**src/rtl/nvram_ioctl_server.sv**
```systemverilog
// nvram_ioctl_server
//
// Host-side responder for the ioctl side channel on a single ioctl index.
// Upload transfers read bytes out of a fixed-latency byte RAM. Download
// transfers write bytes into it. While a transfer is active the game core
// is asked to release the RAM through core_hold/hold_ack.
//
// Ports:
//   sys_clk, reset       clock, asynchronous active-high reset
//   ioctl_upload         host read transfer active
//   ioctl_download       host write transfer active
//   ioctl_index          transfer index; only INDEX is served
//   ioctl_rd, ioctl_wr   one-cycle host strobes
//   ioctl_addr           25-bit byte address from the host
//   ioctl_dout           host write data
//   ioctl_din            read data returned to the host
//   ioctl_wait           host stalls while high
//   core_hold            request to the core to release the RAM
//   hold_ack             core has released the RAM
//   ram_addr/rd/wr/wdata RAM command port (registered)
//   ram_rdata            RAM read data, valid RAM_LAT cycles after ram_rd
//   fsm_state            debug view of the state register
//
// Host handshake: a strobe is accepted only in the cycle it is sampled.
// The host must not issue another strobe while ioctl_wait is high. The one
// exception is the first strobe seen while the core is still being held
// off: it is latched and serviced once the RAM is granted.
module nvram_ioctl_server #(
    parameter logic [7:0] INDEX   = 8'd4,
    parameter int         AW      = 11,
    parameter int         RAM_LAT = 2
) (
    input  logic          sys_clk,
    input  logic          reset,
    input  logic          ioctl_upload,
    input  logic          ioctl_download,
    input  logic [7:0]    ioctl_index,
    input  logic          ioctl_rd,
    input  logic          ioctl_wr,
    input  logic [24:0]   ioctl_addr,
    input  logic [7:0]    ioctl_dout,
    output logic [7:0]    ioctl_din,
    output logic          ioctl_wait,
    output logic          core_hold,
    input  logic          hold_ack,
    output logic [AW-1:0] ram_addr,
    output logic          ram_rd,
    output logic          ram_wr,
    output logic [7:0]    ram_wdata,
    input  logic [7:0]    ram_rdata,
    output logic [2:0]    fsm_state
);

    localparam logic [2:0] S_IDLE    = 3'd0;
    localparam logic [2:0] S_HOLD    = 3'd1;
    localparam logic [2:0] S_READY   = 3'd2;
    localparam logic [2:0] S_READ    = 3'd3;
    localparam logic [2:0] S_WRITE   = 3'd4;
    localparam logic [2:0] S_RELEASE = 3'd5;

    logic [2:0]  state;
    logic [2:0]  cnt;
    logic        oor_q;
    logic        pend_valid;
    logic        pend_wr;
    logic [24:0] pend_addr;
    logic [7:0]  pend_data;

    logic        xfer;
    logic        strobe;
    logic        strobe_wr;
    logic        go;
    logic        acc_wr;
    logic        acc_oor;
    logic [24:0] acc_addr;
    logic [7:0]  acc_data;

    // Both direction flags high at once is treated as no transfer at all.
    assign xfer      = (ioctl_upload ^ ioctl_download) && (ioctl_index == INDEX);
    assign strobe_wr = ioctl_download && ioctl_wr;
    // Strobes of the wrong type for the current direction are not strobes.
    assign strobe    = (ioctl_upload && ioctl_rd) || strobe_wr;

    // Launch an access either from READY, or straight out of HOLD when the
    // grant arrives and a strobe is pending (latched or arriving right now).
    assign go = xfer && (((state == S_HOLD) && hold_ack && (pend_valid || strobe)) ||
                         ((state == S_READY) && strobe));

    assign acc_wr   = pend_valid ? pend_wr   : strobe_wr;
    assign acc_addr = pend_valid ? pend_addr : ioctl_addr;
    assign acc_data = pend_valid ? pend_data : ioctl_dout;
    assign acc_oor  = |acc_addr[24:AW];

    assign fsm_state = state;

    always_ff @(posedge sys_clk or posedge reset) begin
        if (reset) begin
            state      <= S_IDLE;
            cnt        <= 3'd0;
            oor_q      <= 1'b0;
            pend_valid <= 1'b0;
            pend_wr    <= 1'b0;
            pend_addr  <= 25'd0;
            pend_data  <= 8'd0;
            ioctl_din  <= 8'd0;
            ioctl_wait <= 1'b0;
            core_hold  <= 1'b0;
            ram_addr   <= '0;
            ram_rd     <= 1'b0;
            ram_wr     <= 1'b0;
            ram_wdata  <= 8'd0;
        end else begin
            ram_rd <= 1'b0;
            ram_wr <= 1'b0;

            case (state)
                S_IDLE: begin
                    pend_valid <= 1'b0;
                    if (xfer) begin
                        state      <= S_HOLD;
                        core_hold  <= 1'b1;
                        ioctl_wait <= 1'b1;
                    end
                end
                S_HOLD: begin
                    if (!xfer) begin
                        state      <= S_RELEASE;
                        ioctl_wait <= 1'b0;
                    end else if (hold_ack) begin
                        state      <= S_READY;
                        ioctl_wait <= 1'b0;
                    end else if (strobe && !pend_valid) begin
                        pend_valid <= 1'b1;
                        pend_wr    <= strobe_wr;
                        pend_addr  <= ioctl_addr;
                        pend_data  <= ioctl_dout;
                    end
                end
                S_READY: begin
                    if (!xfer) begin
                        state <= S_RELEASE;
                    end
                end
                S_READ: begin
                    // Data is on ram_rdata RAM_LAT cycles after the ram_rd
                    // cycle; capture it on the edge that ends that cycle.
                    if (cnt == 3'(RAM_LAT)) begin
                        ioctl_din  <= oor_q ? 8'hFF : ram_rdata;
                        ioctl_wait <= 1'b0;
                        state      <= S_READY;
                    end else begin
                        cnt <= cnt + 3'd1;
                    end
                end
                S_WRITE: begin
                    ioctl_wait <= 1'b0;
                    state      <= S_READY;
                end
                S_RELEASE: begin
                    core_hold <= 1'b0;
                    state     <= S_IDLE;
                end
                default: begin
                    state      <= S_IDLE;
                    core_hold  <= 1'b0;
                    ioctl_wait <= 1'b0;
                end
            endcase

            // Access launch overrides the per-state defaults above.
            if (go) begin
                pend_valid <= 1'b0;
                ioctl_wait <= 1'b1;
                oor_q      <= acc_oor;
                ram_addr   <= acc_addr[AW-1:0];
                cnt        <= 3'd0;
                if (acc_wr) begin
                    ram_wdata <= acc_data;
                    ram_wr    <= !acc_oor;
                    state     <= S_WRITE;
                end else begin
                    ram_rd <= !acc_oor;
                    state  <= S_READ;
                end
            end
        end
    end

endmodule

```
**config.mk**
```make
export PLATFORM = sky130hd
export DESIGN_NAME = nvram_ioctl_server
export DESIGN_NICKNAME = d
export VERILOG_FILES = /design/src/rtl/nvram_ioctl_server.sv
export SDC_FILE = /design/constraint.sdc
export NUM_CORES = 1
export LEC_CHECK = 0
export BUFFER_PORTS_ARGS = -buffer_cell sky130_fd_sc_hd__buf_2
export CAP_MARGIN = 20
export CORE_MARGIN = 2
export CORE_UTILIZATION = 53
export DETAILED_ROUTE_END_ITERATION = 6
export GPL_ROUTABILITY_DRIVEN = 0
export MAX_ROUTING_LAYER = met4
export PLACE_DENSITY_LB_ADDON = 0.1
export SYNTH_ARGS = -nofsm -noshare
export SYNTH_HDL_FRONTEND = slang
export SYNTH_SLANG_ARGS = --single-unit
```
**constraint.sdc**
```tcl
create_clock -name sys_clk -period 3.3 [get_ports sys_clk]
set_input_delay 0.66 -clock sys_clk [delete_from_list [all_inputs] [get_ports sys_clk]]
set_output_delay 0.66 -clock sys_clk [all_outputs]
set_load 0.02 [all_outputs]
```
==> run summary, run 1 <==
top library cells by usage in the layout, fill and taps aside - 89 x buf_2, 73 x dfrtp_1, 29 x mux2_4, 27 x o21ai_0, 23 x nor2_1
wire length after detailed routing - 7200 um
met2 track demand over resource - 0.330
number of unique standard cell types used by synthesis - 49
area growth from synthesis to layout - 20.8%
number of nets still failing antenna checks after routing - 0
final setup violating endpoints - 0
Initial Utilization - 0.548
initial antenna violation count - 0
Final Critical Period - 2.60 ns
normalized max-slew margin - 0.333
vias after detailed routing - 2,533
number of iterations in the first detailed-routing pass - 4
Inserted Clock Buffers - 9
# DRC - 0
Worst Tran Pin Value - 0.999 ns
maxcap violations - 0
# hold bufs at CTS - 0
cells along the critical path - buf_2 > or4_1 > or4_1 > nor3_4 > buf_12 > mux2_2
startpoint class of the critical path - input port
Hold Crit Class - in -> async
number of setup buffers added after CTS - 0
Worst Setup End Kind - flip-flop
synthesized area divided by synthesized cell count - 12.2 um^2
share of layout cells above drive strength 1 - 0.428
Mapped Cells - 288
number of ports placed on the die boundary - 90
share of async-settable or async-resettable flops after synthesis - 1.00
number of clock sinks seen by CTS - 73
DR iter-0 viols - 129
sequential cell area fraction in the yosys report - 0.522
GRT Util Overall - 0.217
Crit path max-delay family - simple AND/OR/NAND/NOR gates
root buffer cell - clkbuf_8
Syn Nets - 346
Final Hold Slack - 0.466 ns
global routing's busiest layer - met2
top_reg_cell synth - dfrtp_1
status - completed
number of storage elements in the synthesis netlist - 73
H-tree levels - 3
final critical-path setup slack - 0.696 ns
Core Region - 6390 um^2
CP max stage delay - 0.66 ns
clock insertion delay at the later pin of the skew report - 0.34 ns
Max Transition Viols Final - 0
mean routed wirelength per cell - 15.7 um
Ys Warns - 0
vertical die dimension - 85.3 um
Bufs on Longest Clock Path - 2
average via count per standard cell - 5.51
count of buffers inserted at the top-level ports - 89
IR Drop Worst-Case VDD - 0.000339 V
M1 GR Usage - 0.293
number of hold violations in the final report - 0
via count of the first global-routing pass - 2,583
RSZ-0062 raised after global routing - no
final setup TNS - 0 ns
number of placement rows - 29
met3 GRT Util - 0.0418
data required time at the worst endpoint - 3.52 ns
area enclosed by the die boundary - 7270 um^2
critical path class - in -> reg
number of enable flip-flop cells after synthesis - 0
most common cell after layout, fill and taps aside - buf_2
fin area - 4230 um^2
total overflow reported by the global router - 0
Final period util - 0.789
area of the mapped netlist - 3500 um^2
register-to-register path setup slack - 1.14 ns
area post-placement - 4030 um^2
worst clock skew - 0.00779 ns
leakage power - 2.05 nW
Finished Core Util - 0.662
Arrival @ worst endpoint - 2.82 ns
pin count of the biggest net entering global routing - 39
slowest cell on the critical path - or4_1
CTS clock-pin slew for the worst setup and hold paths - 0.07 ns
number of buffers and inverters on the critical path - 2
total number of nets in the final design - 436
maximum frequency from static timing analysis - 384 MHz
CP Max Fanout - 28
antenna cells - 0
first-pass GRT wire length - 12,200 um
TritonCTS clock tree - done
minimum setup slack after placement - 0.358 ns
number of cells upsized or downsized after cts - 0
power density over cell area - 504 nW/um^2
hpwl dp - 5090 um
floorplan die width - 85.3 um
most used cell, CP - or4_1
-- flip-flops by register name, indices dropped and copies added, names as in the netlist --
name / cells
cnt: 3
core_hold: 1
fsm_state: 3
ioctl_din: 8
ioctl_wait: 1
oor_q: 1
pend_addr: 25
pend_data: 8
pend_valid: 1
pend_wr: 1
ram_addr: 11
ram_rd: 1
ram_wdata: 8
ram_wr: 1
-- cell type report --
cell class	count	area, um^2
flip-flops and latches	73	1830
clock buffers	11	141
clock inverters	5	55.1
well taps	77	96.3
inverters	8	30.0
fillers	504	2160
multi-input cells	189	1550
repair buffers	97	531
-- path summary, 6_finish.rpt --
path                                 from             to  cells past startpoint
max in group asynchronous           reset   pend_addr[7]                      3
setup / recovery           ioctl_index[1]  pend_addr[14]                      6
hold reg to reg                ioctl_wait     ioctl_wait                      1
hold / removal                      reset  pend_addr[16]                      2
min in group sys_clk           ioctl_wait     ioctl_wait                      1
setup reg to reg             fsm_state[2]  pend_addr[14]                      4
-- cells by family after synthesis --
logic type	Yosys count	share of synthesized area
DFF	73	0.522
muxes	62	0.226
and+or+nand+nor	62	0.0930
AOI/OAI and AO/OA	61	0.111
buffers and inverters	26	0.0358
xor gates and xnor gates	2	0.00501
adders and majority gates	2	0.00715
-- Yosys cell counts (3+ instances only) --
cell | count | area, um^2
nor2b_1 | 3 | 18.8
nor3_1 | 4 | 20.0
clkbuf_1 | 10 | 37.5
inv_1 | 8 | 30.0
dfrtp_1 | 73 | 1830
and3_1 | 3 | 18.8
mux2_4 | 29 | 435
buf_1 | 3 | 11.3
o21ai_0 | 27 | 135
a21oi_1 | 9 | 45.0
nor2_1 | 23 | 86.3
nand2_1 | 9 | 33.8
buf_6 | 3 | 33.8
nor4_1 | 7 | 43.8
mux2_2 | 20 | 225
mux2i_1 | 13 | 130
-- power by group --
part / switching (W) / internal [W] / leakage, nW / total (W)
Combinational: 0.000236 / 0.000186 / 1.00 / 0.000421
Sequential: 0.0000704 / 0.000942 / 0.954 / 0.00101
Clock: 0.000329 / 0.000368 / 0.0953 / 0.000697
Total: 0.000636 / 0.00150 / 2.05 / 0.00213
-- metrics by stage --
step	instances	total power [W]
floorplan	288	0.00131
global placement	444	0.00144
detailed placement	444	0.00145
CTS	460	0.00214
global route	460	0.00225
finish	460	0.00213
-- layer usage --
layer	part of all wire	wire length, um	vias up
met5	0	0	-
met4	0.015	110	0
met3	0.044	319	9
met2	0.47	3390	70
met1	0.47	3380	1225
li1	-	-	1229
(Power assumes the default switching activity.)
==> run 2: changes to the inputs <==
Clock period 3.3 ns to 2.4 ns, I/O delays scaled along.
==> run summary, run 2 (synthesis results as in run 1) <==
status - completed
data required time at the worst endpoint - 2.63 ns
number of nets still failing antenna checks after routing - 0
area enclosed by the die boundary - 7270 um^2
Arrival @ worst endpoint - 2.47 ns
mean routed wirelength per cell - 15.5 um
CP Max Fanout - 19
# DRC - 0
pin count of the biggest net entering global routing - 74
Inserted Clock Buffers - 9
clock insertion delay at the later pin of the skew report - 0.34 ns
area occupied by multi-input gates - 1560 um^2
initial antenna violation count - 0
hpwl dp - 5020 um
number of iterations in the first detailed-routing pass - 4
Final period util - 0.936
maxcap violations - 0
Hold Crit Class - in -> async
number of clock sinks seen by CTS - 73
global routing's busiest layer - met2
share of layout cells above drive strength 1 - 0.448
RSZ-0062 raised after global routing - no
max FFs per register - 25
final critical-path setup slack - 0.155 ns
vias after detailed routing - 2,576
normalized max-slew margin - 0.735
vertical die dimension - 85.3 um
met3 GRT Util - 0.0535
TritonCTS clock tree - done
Initial Utilization - 0.548
endpoint of the most critical register-to-register path - pend_addr[13]
count of buffers inserted at the top-level ports - 89
M1 GR Usage - 0.305
total overflow reported by the global router - 0
floorplan die width - 85.3 um
maximum frequency from static timing analysis - 445 MHz
most common cell after layout, fill and taps aside - buf_2
# hold bufs at CTS - 0
number of setup buffers added after CTS - 0
Reg with most FFs - pend_addr
first-pass GRT wire length - 12,200 um
power density over cell area - 710 nW/um^2
number of cells upsized or downsized after cts - 0
wire length after detailed routing - 7270 um
average via count per standard cell - 5.48
critical path class - in -> reg
root buffer cell - clkbuf_8
DR iter-0 viols - 150
final setup violating endpoints - 0
Max Transition Viols Final - 0
Worst Tran Pin Value - 0.397 ns
filler cell count - 521
Bufs on Longest Clock Path - 2
CTS clock-pin slew for the worst setup and hold paths - 0.08 ns
Final Critical Period - 2.25 ns
total number of nets in the final design - 446
path depth of the worst reg2reg path - 4
top library cells by usage in the layout, fill and taps aside - 89 x buf_2, 73 x dfrtp_1, 29 x mux2_4, 27 x o21ai_0, 23 x nor2_1
leakage power - 2.12 nW
antenna cells - 0
GRT Util Overall - 0.221
sequential standard cell area - 1830 um^2
worst clock skew - 0.00646 ns
H-tree levels - 3
number of hold violations in the final report - 0
Finished Core Util - 0.681
Worst Setup End Kind - flip-flop
minimum setup slack after placement - -0.206 ns
startpoint class of the critical path - input port
register-to-register path setup slack - 0.53 ns
power consumption - 0.00309 W
area growth from synthesis to layout - 24.3%
number of ports placed on the die boundary - 90
Core Region - 6390 um^2
met2 track demand over resource - 0.323
via count of the first global-routing pass - 2,576
number of placement rows - 29
largest registers in the final layout - pend_addr: 25 flops, ram_addr: 11 flops
critical register-to-register path startpoint - fsm_state[2]
IR Drop Worst-Case VDD - 0.000479 V
[run 2: worst max-delay path, cell delays in order]
cell and delay, ns:
buf_2 0.10, or4_4 0.52, or4_4 0.55, nor3_4 0.24
buf_12 0.23, mux2_2 0.35
[run 2: worst max path at each step]
stage                              start       endpoint  depth (start not counted)
after global routing      ioctl_index[1]  pend_addr[14]                          6
after CTS                 ioctl_index[1]  pend_addr[13]                          6
after global placement    ioctl_index[1]  pend_addr[13]                          6
after detailed placement  ioctl_index[1]  pend_addr[13]                          6
final                     ioctl_index[1]  pend_addr[13]                          6
after floorplan           ioctl_index[1]   pend_addr[0]                          7
[run 2: per-layer routing]
layer / wire length [um] / vias up / part of all wire
met3: 436 / 9 / 0.060
met2: 3360 / 85 / 0.46
met4: 101 / 0 / 0.014
li1: - / 1245 / -
met5: 0 / - / 0
met1: 3370 / 1237 / 0.46
[run 2: area by class of cell]
| class | instances | share of cell area |
|---|---|---|
| sequential | 73 | 0.420 |
| multi-input combinational | 189 | 0.358 |
| timing repair buffer | 107 | 0.142 |
| clock buffer | 12 | 0.0334 |
| tap | 77 | 0.0221 |
| clock inverter | 4 | 0.0175 |
| inverter | 8 | 0.00690 |
[run 2: through the flow]
stage               hold slack, ns  cells  instance area [um^2]  TNS [ns]
detailed placement           0.488    454                  4130     -5.63
global placement             0.473    454                  4130     -5.22
global route                 0.240    470                  4350         0
finish                       0.219    470                  4350         0
CTS                          0.225    470                  4350         0
floorplan                    0.476    288                  3530     -8.98
[run 2: report_power, final]
part | internal (W) | switching [W] | leakage, nW
clock | 0.000617 | 0.000455 | 0.107
combinational | 0.000291 | 0.000390 | 1.06
sequential | 0.00130 | 0.0000419 | 0.954
total | 0.00220 | 0.000886 | 2.12
==> run 3: changes to the inputs <==
Settings changed: GPL_TIMING_DRIVEN set to 0, MAX_ROUTING_LAYER met4 to not set, PLACE_DENSITY_LB_ADDON 0.1 to 0.2.
==> run summary, run 3 (synthesis results as in run 1) <==
status - completed
total number of nets in the final design - 449
Hold Crit Class - in -> async
register-to-register path setup slack - 0.20 ns
Bufs on Longest Clock Path - 2
final critical-path setup slack - 0.0589 ns
Final period util - 0.975
Reg with most FFs - pend_addr
worst clock skew - 0.00808 ns
largest registers in the final layout - pend_addr: 25 flops, ram_addr: 11 flops
leakage power - 2.08 nW
final setup violating endpoints - 0
maximum frequency from static timing analysis - 427 MHz
DR iter-0 viols - 174
vertical die dimension - 85.3 um
initial antenna violation count - 0
startpoint class of the critical path - input port
antenna cells - 0
CP Max Fanout - 9
share of layout cells above drive strength 1 - 0.432
Core Region - 6390 um^2
Comb pwr share - 0.223
# DRC - 0
critical path class - in -> reg
number of hold violations in the final report - 0
maxcap violations - 0
CP max stage delay - 0.54 ns
switching share of power - 0.312
count of buffers inserted at the top-level ports - 89
minimum setup slack after placement - -0.578 ns
clock insertion delay at the later pin of the skew report - 0.35 ns
sequential fraction of design power - 0.469
Worst Setup End Kind - flip-flop
power density over cell area - 662 nW/um^2
vias after detailed routing - 2,623
H-tree levels - 3
number of clock sinks seen by CTS - 73
top library cells by usage in the layout, fill and taps aside - 89 x buf_2, 73 x dfrtp_1, 29 x mux2_4, 27 x o21ai_0, 23 x nor2_1
most common cell after layout, fill and taps aside - buf_2
root buffer cell - clkbuf_8
hpwl dp - 5010 um
Worst Tran Pin Value - 0.881 ns
net switching power - 0.000890 W
area enclosed by the die boundary - 7270 um^2
IR Drop Worst-Case VDD - 0.000464 V
GRT Util Overall - 0.216
internal cell power - 0.00196 W
Arrival @ worst endpoint - 2.57 ns
slowest cell on the critical path - nor4_1
wire length after detailed routing - 7220 um
number of placement rows - 29
Inserted Clock Buffers - 9
data required time at the worst endpoint - 2.63 ns
pin count of the biggest net entering global routing - 74
mean routed wirelength per cell - 15.3 um
via count of the first global-routing pass - 2,701
relative contribution of the clock network to total power - 0.308
cells along the critical path - buf_2 > or4b_4 > buf_6 > nor4_1 > nand3_2 > mux2_2
Final Critical Period - 2.34 ns
max FFs per register - 25
Initial Utilization - 0.548
normalized max-slew margin - 0.413
number of ports placed on the die boundary - 90
RSZ-0062 raised after global routing - no
TritonCTS clock tree - done
Max Transition Viols Final - 0
CTS clock-pin slew for the worst setup and hold paths - 0.08 ns
first-pass GRT wire length - 12,400 um
number of nets still failing antenna checks after routing - 0
average via count per standard cell - 5.55
area growth from synthesis to layout - 23.1%
final setup TNS - 0 ns
number of iterations in the first detailed-routing pass - 4
floorplan die width - 85.3 um
total overflow reported by the global router - 0
==> run 3: cell count changes in the layout (fill, tap and decap cells not counted), moves of 2 or more <==
cell / change
buf_1: +2
bufinv_16: -2
clkinv_2: +2
buf_6: +3
clkbuf_1: +7
buf_4: -12
==> run 3: critical path: cells and delay by family <==
family	cells	cell delay, ns
buf+inv	2	0.24
mux	1	0.39
simple gates	3	1.46
==> run 3: timing repair <==
action / in CTS / in global routing
buffers inserted: 3 / 0
gates cloned: 1 / 0
hold buffers: 0 / 0
gates resized for setup: 7 / 0
pin swaps: 2 / 1
endpoints found under the setup margin: 51 / 7
==> run 3: cell type report <==
class,count,area [um^2]
multi-input combinational,189,1560
clock buffer,10,138
sequential,73,1830
tap,77,96.3
clock inverter,6,42.5
timing repair buffer,93,488
inverter,8,32.5
fill,522,2080
buffer,17,120
==> run 3: stage by stage <==
step / hold slack [ns] / total power (W) / util / cells / instance area, um^2
after floorplan: 0.476 / 0.00181 / - / 288 / 3530
after detailed placement: 0.487 / 0.00199 / 0.638 / 454 / 4070
after global routing: 0.358 / 0.00303 / 0.675 / 473 / 4310
after global placement: 0.479 / 0.00198 / 0.637 / 454 / 4070
final: 0.322 / 0.00285 / 0.675 / 473 / 4310
after CTS: 0.344 / 0.00287 / 0.675 / 473 / 4310
==> run 3: final timing paths <==
| check | start | endpoint | cells after the start |
|---|---|---|---|
| min in group sys_clk | ioctl_addr[17] | pend_addr[17] | 2 |
| max in group asynchronous | reset | ioctl_wait | 2 |
| worst min-delay path | reset | ram_wdata[4] | 2 |
| worst max register to register | pend_valid | ram_addr[10] | 5 |
| worst max-delay path | ioctl_index[0] | ram_wdata[6] | 6 |
| worst min register to register | ioctl_wait | ioctl_wait | 1 |
==> run 3: power by group through the flow <==
stage	combinational, W	clock, W	sequential (W)
2_1_floorplan	0.000409	0	0.00140
3_3_place_gp	0.000623	0	0.00136
3_5_place_dp	0.000628	0	0.00136
4_1_cts	0.000632	0.000905	0.00134
5_1_grt	0.000721	0.000962	0.00135
6_report	0.000636	0.000878	0.00134
==> run 3: routing by layer <==
layer	part of all wire	wire, um	up-vias	GRT usage
met5	0	0	-	0
met4	0.0087	63	0	0.0837
met3	0.071	511	4	0.0623
met2	0.47	3420	93	0.344
met1	0.45	3220	1265	0.282
li1	-	-	1261	-
